**src/rtl/keypad_pkg.sv**
```systemverilog
// Shared types for the 4x4 keypad emulator and its scanner benches.
// Key map, FSM state encoding and bounce LFSR taps.
package keypad_pkg;

  typedef enum logic [1:0] {
    IDLE,
    PRESS_BOUNCE,
    HOLD,
    RELEASE_BOUNCE
  } state_t;

  typedef struct packed {
    logic [1:0] row;
    logic [1:0] col;
  } key_pos_t;

  // x^8+x^6+x^5+x^4+1 on a left-shifting register
  localparam logic [7:0] LFSR_TAPS = 8'hB8;

  function automatic key_pos_t key_to_pos(
    input logic [3:0] key
  );
    key_pos_t p;
    p = '0;
    unique case (key)
      4'h1: p = '{2'd0, 2'd0};
      4'h2: p = '{2'd0, 2'd1};
      4'h3: p = '{2'd0, 2'd2};
      4'hA: p = '{2'd0, 2'd3};
      4'h4: p = '{2'd1, 2'd0};
      4'h5: p = '{2'd1, 2'd1};
      4'h6: p = '{2'd1, 2'd2};
      4'hB: p = '{2'd1, 2'd3};
      4'h7: p = '{2'd2, 2'd0};
      4'h8: p = '{2'd2, 2'd1};
      4'h9: p = '{2'd2, 2'd2};
      4'hC: p = '{2'd2, 2'd3};
      4'hF: p = '{2'd3, 2'd0};
      4'h0: p = '{2'd3, 2'd1};
      4'hE: p = '{2'd3, 2'd2};
      4'hD: p = '{2'd3, 2'd3};
    endcase
    return p;
  endfunction

endpackage

```
**src/rtl/lfsr8.sv**
```systemverilog
// Free-running 8-bit Fibonacci LFSR used as the contact bounce source.
// Reloads the seed on reset; the seed must be nonzero.
module lfsr8
  import keypad_pkg::*;
#(
  parameter logic [7:0] SEED = 8'hA5
) (
  input  logic       clk,
  input  logic       reset,
  output logic [7:0] state
);

  always_ff @(posedge clk) begin
    if (reset) begin
      state <= SEED;
    end else begin
      state <= {state[6:0], ^(state & LFSR_TAPS)};
    end
  end

endmodule

```
**src/rtl/keypad_matrix_emulator.sv**
```systemverilog
// Keypad side of a row-scan/column-sense matrix: presses one key
// per request with pseudo-random bounce on closure and release.
module keypad_matrix_emulator
  import keypad_pkg::*;
#(
  parameter int unsigned BOUNCE_CYCLES = 16,
  parameter logic [7:0]  LFSR_SEED     = 8'hA5
) (
  input  logic        clk,
  input  logic        reset,
  input  logic        press_valid,
  output logic        press_ready,
  input  logic [3:0]  key,
  input  logic [15:0] hold_cycles,
  input  logic [3:0]  rows,
  output logic [3:0]  cols,
  output logic        busy,
  output logic        done
);

  localparam logic [15:0] B_LOAD = 16'(BOUNCE_CYCLES - 1);
  localparam bit NO_BOUNCE = (BOUNCE_CYCLES == 0);

  state_t      state;
  logic        contact;
  logic [15:0] cnt;
  logic [15:0] hold_q;
  key_pos_t    pos_q;
  logic [7:0]  lfsr;

  lfsr8 #(
    .SEED(LFSR_SEED)
  ) u_lfsr (
    .clk  (clk),
    .reset(reset),
    .state(lfsr)
  );

  // Counter load for a hold of max(h,1) cycles
  function automatic logic [15:0] hold_load(
    input logic [15:0] h
  );
    return (h == 16'd0) ? 16'd0 : h - 16'd1;
  endfunction

  always_ff @(posedge clk) begin
    if (reset) begin
      state   <= IDLE;
      contact <= 1'b0;
      done    <= 1'b0;
      cnt     <= '0;
      hold_q  <= '0;
      pos_q   <= '0;
    end else begin
      done <= 1'b0;
      unique case (state)
        IDLE: begin
          contact <= 1'b0;
          if (press_valid) begin
            pos_q  <= key_to_pos(key);
            hold_q <= hold_load(hold_cycles);
            if (NO_BOUNCE) begin
              state   <= HOLD;
              cnt     <= hold_load(hold_cycles);
              contact <= 1'b1;
            end else begin
              state   <= PRESS_BOUNCE;
              cnt     <= B_LOAD;
              contact <= lfsr[0];
            end
          end
        end
        PRESS_BOUNCE: begin
          if (cnt == 16'd0) begin
            state   <= HOLD;
            cnt     <= hold_q;
            contact <= 1'b1;
          end else begin
            cnt     <= cnt - 16'd1;
            contact <= lfsr[0];
          end
        end
        HOLD: begin
          if (cnt != 16'd0) begin
            cnt <= cnt - 16'd1;
          end else if (NO_BOUNCE) begin
            state   <= IDLE;
            cnt     <= '0;
            contact <= 1'b0;
            done    <= 1'b1;
          end else begin
            state   <= RELEASE_BOUNCE;
            cnt     <= B_LOAD;
            contact <= lfsr[0];
          end
        end
        RELEASE_BOUNCE: begin
          if (cnt == 16'd0) begin
            state   <= IDLE;
            contact <= 1'b0;
            done    <= 1'b1;
          end else begin
            cnt     <= cnt - 16'd1;
            contact <= lfsr[0];
          end
        end
      endcase
    end
  end

  assign press_ready = (state == IDLE);
  assign busy        = (state != IDLE);

  // Only the stored row matters; other low rows are don't-care
  assign cols = (contact && !rows[pos_q.row])
              ? (4'b0001 << pos_q.col)
              : 4'b0000;

endmodule

```
**config.mk**
```make
export PLATFORM = sky130hd
export DESIGN_NAME = keypad_matrix_emulator
export DESIGN_NICKNAME = d
export VERILOG_FILES = /design/src/rtl/keypad_pkg.sv /design/src/rtl/lfsr8.sv /design/src/rtl/keypad_matrix_emulator.sv
export SDC_FILE = /design/constraint.sdc
export NUM_CORES = 1
export LEC_CHECK = 0
export ABC_AREA = 1
export CORE_ASPECT_RATIO = 0.5
export CORE_MARGIN = 4
export CORE_UTILIZATION = 54
export DETAILED_ROUTE_END_ITERATION = 6
export GPL_TIMING_DRIVEN = 0
export PLACE_DENSITY = 0.88
export SYNTH_ARGS = -nofsm -noshare
export SYNTH_HDL_FRONTEND = slang
export SYNTH_HIERARCHICAL = 1
export SYNTH_SLANG_ARGS = --single-unit
```
**constraint.sdc**
```tcl
create_clock -name clk -period 4.2 [get_ports clk]
set_input_delay 0.63 -clock clk [delete_from_list [all_inputs] [get_ports clk]]
set_output_delay 0.63 -clock clk [all_outputs]
set_load 0.1 [all_outputs]
```
==> results of run 1 <==
[cell usage in the layout (no fill, tap or decap), types with 10 or more instances in the layout]
cell,instances
a21oi_2,10
inv_1,53
clkdlybuf4s50_1,33
nand3_1,38
nand2_1,163
a21oi_1,28
o21ai_0,15
nor2_1,45
dfxtp_1,48
xor2_1,10
[sequential cells by signal, summed over array words and instances (netlist names)]
register,count
hold_q,16
pos_q,4
done,1
u_lfsr/state,8
state,2
contact,1
cnt,16
[kinds of logic after synthesis]
family | count (synthesis) | share of synthesized area [%]
xor+xnor | 11 | 3.192
flops | 48 | 31.84
simple gates | 279 | 39.43
compound gates | 66 | 13.56
buf+inv | 64 | 8.748
fa+ha+maj | 8 | 3.234
[synthesized netlist by cell type (5+ instances only)]
library cell	number	share of area (%)
nand2_2	7	1.5
xor2_1	10	2.9
inv_1	53	6.6
nor2_2	8	1.7
nor3_1	5	0.83
nor2_1	45	5.6
nand2_1	163	20
a21oi_1	28	4.6
dfxtp_1	48	32
o21ai_0	15	2.5
a21oi_2	10	2.9
nand3_1	38	6.3
ha_1	7	2.9
[power by group]
group | leakage [uW] | switching, uW | internal (uW)
clock network | 0.0000455 | 157 | 135
registers | 0.000394 | 78.4 | 550
logic | 0.00118 | 911 | 432
[layout make-up]
| type | count | area share [%] |
|---|---|---|
| multi-input combinational | 364 | 50.85 |
| buffer | 9 | 1.632 |
| clock buffer | 8 | 2.555 |
| timing repair buffer | 33 | 9.368 |
| inverter | 55 | 5.855 |
| sequential | 48 | 27.25 |
| tap | 70 | 2.484 |
[stage by stage]
stage               worst slack, ps  cell area, um^2  util [%]
global route                  710.5             3526     68.36
detailed placement            848.9             3436     66.62
finish                        854.3             3526     68.36
CTS                           843.4             3526     68.36
global placement              855.3             3436     66.62
floorplan                     581.3             3018         -
[worst paths after layout]
kind	from	end	slack, ps	depth (start not counted)
min	u_lfsr/state[1]	u_lfsr/state[2]	410	1
max	rows[1]	cols[2]	850	7
min reg2reg	u_lfsr/state[1]	u_lfsr/state[2]	410	1
max reg2reg	state[0]	hold_q[13]	2250	9
[routing by layer]
metal	vias to the layer above	track usage, %	wire [um]
li1	1585	-	-
met1	1340	31.41	3668
met2	104	34.90	3042
met3	5	4.382	511
met4	0	4.623	36
met5	-	0	0
==> impl_metrics.ini, run 1 <==
[yosys]
synth-seq-cells = 48
syn_avg_cell_area_um2 = 6.340
synthArstFlopShare_pct = 0
yosysWarningCount = 6
synth_cell_types = 35
netlist_area_um2 = 3018
syn_inst = 476
synth_edf_count = 0
seq_area_frac_synth_pct = 31.84
synth_nets = 510
synth-main-ff-cell = dfxtp_1

[clock_tree]
cts_buffers = 5
clock_latency_ps = 300
postCtsSetupBuffers = 0
clk_pin_slew_ps = 80
postCtsHoldBufs = 0
clockBufferDepth = 2
clockRootBuffer = clkbuf_8
htreeDepth = 2
cts_resized = 0
cts_tree = yes
cts.sinks = 48

[floorplan]
row_count = 18
coreArea_um2 = 5157
die_h_um = 60.86
die_w_um = 113.7
die-area_um2 = 6921
boundaryPins = 34
initial_core_util_pct = 58.52

[critical_path]
crit_top_cell = clkdlybuf4s50_1
cp_slowest_cell = clkdlybuf4s50_1
worstPathCellList = clkdlybuf4s50_1 -> inv_1 -> nand2_1 -> o21ai_0 -> o221ai_1 -> nor3_1 -> clkdlybuf4s50_1
crit_arrival_ps = 2720
critPathMaxFanout = 4
crit_family = buffers and inverters
cpPeakStageDelay_ps = 1160
end_kind = output pin
cp_num_buf_inv = 3
startpoint_type = input pin
path_class = input pin to output pin
required_ps = 3570

[outcome]
status = finished, final reports clean

[power]
leakage_uw = 0.001618
vdd_drop_max_uv = 295.3
total_power_uw = 2263
p_per_area_nw_per_um2 = 641.8

[cells_and_area]
drive_gt1_share_pct = 9.284
nNetsFinal = 550
diodes = 0
syn2layout_area_growth_pct = 16.83
fill_cells = 450
multi_input_area_um2 = 1793
regArea_um2 = 960.9
fin_cells = 587

[placed_design]
gp_congestion = 0.9254
io_buffers = 33
hpwl_mm = 5.542
dp_cells = 579

[sta]
rsz0062_at_grt = false
hold_slack_ps = 411.5
fmax_ghz = 0.2989
slew_violations = 0
min_period_ps = 3346
setup_viol = 0
min_period_over_period_pct = 79.66
setup_tns_ps = 0
hold_violations = 0
slew_headroom_pct = 35.39
worstMarginPinSlew_ps = 966.1
finalClockSkew_ps = 9.728

[grt]
antenna_found_initial = 0
grt_pass1_wl_mm = 12.08
grt_start_max_net_pins = 14
grt_pass1_vias = 2612
grtUsageTotal_pct = 21.98
overflow = 0

[routing]
wl_per_cell_um = 12.37
drt_first_pass_iters = 4
dr_total_vias = 3034
drt_iter0_drc = 179
via_per_inst = 5.169
drc_errors = 0
drtAntennaViolNets = 0
routed_wl_mm = 7.259

[flow_run]
cap_viol_max_count = 0

[worst_hold_path]
hp-class = flip-flop to flip-flop
No activity file was read; power rests on OpenSTA's default activity.
==> inputs of run 2 (changes only) <==
Clock period 4.2 ns to 3.2 ns, I/O delays scaled along.
==> results of run 2 <==
Same layout as run 1 (identical final DEF). Status: finished, final reports clean.
Among the figures that moved: setup slack after placement 848.9 ps -> 148.9 ps; setup slack after layout 854.3 ps -> 154.3 ps; register-to-register setup slack 2250 ps -> 1250 ps; total power 2263 uW -> 2970 uW; worst IR drop on VDD 295.3 uV -> 387.6 uV
==> inputs of run 3 (changes only) <==
Settings changed: CTS_CLUSTER_DIAMETER set to 200.
==> results of run 3 <==
Same layout as run 1 (identical final DEF). Status: finished, final reports clean.
Among the figures that moved: setup slack after placement 848.9 ps -> 148.9 ps; setup slack after layout 854.3 ps -> 154.3 ps; register-to-register setup slack 2250 ps -> 1250 ps; total power 2263 uW -> 2970 uW; worst IR drop on VDD 295.3 uV -> 387.6 uV
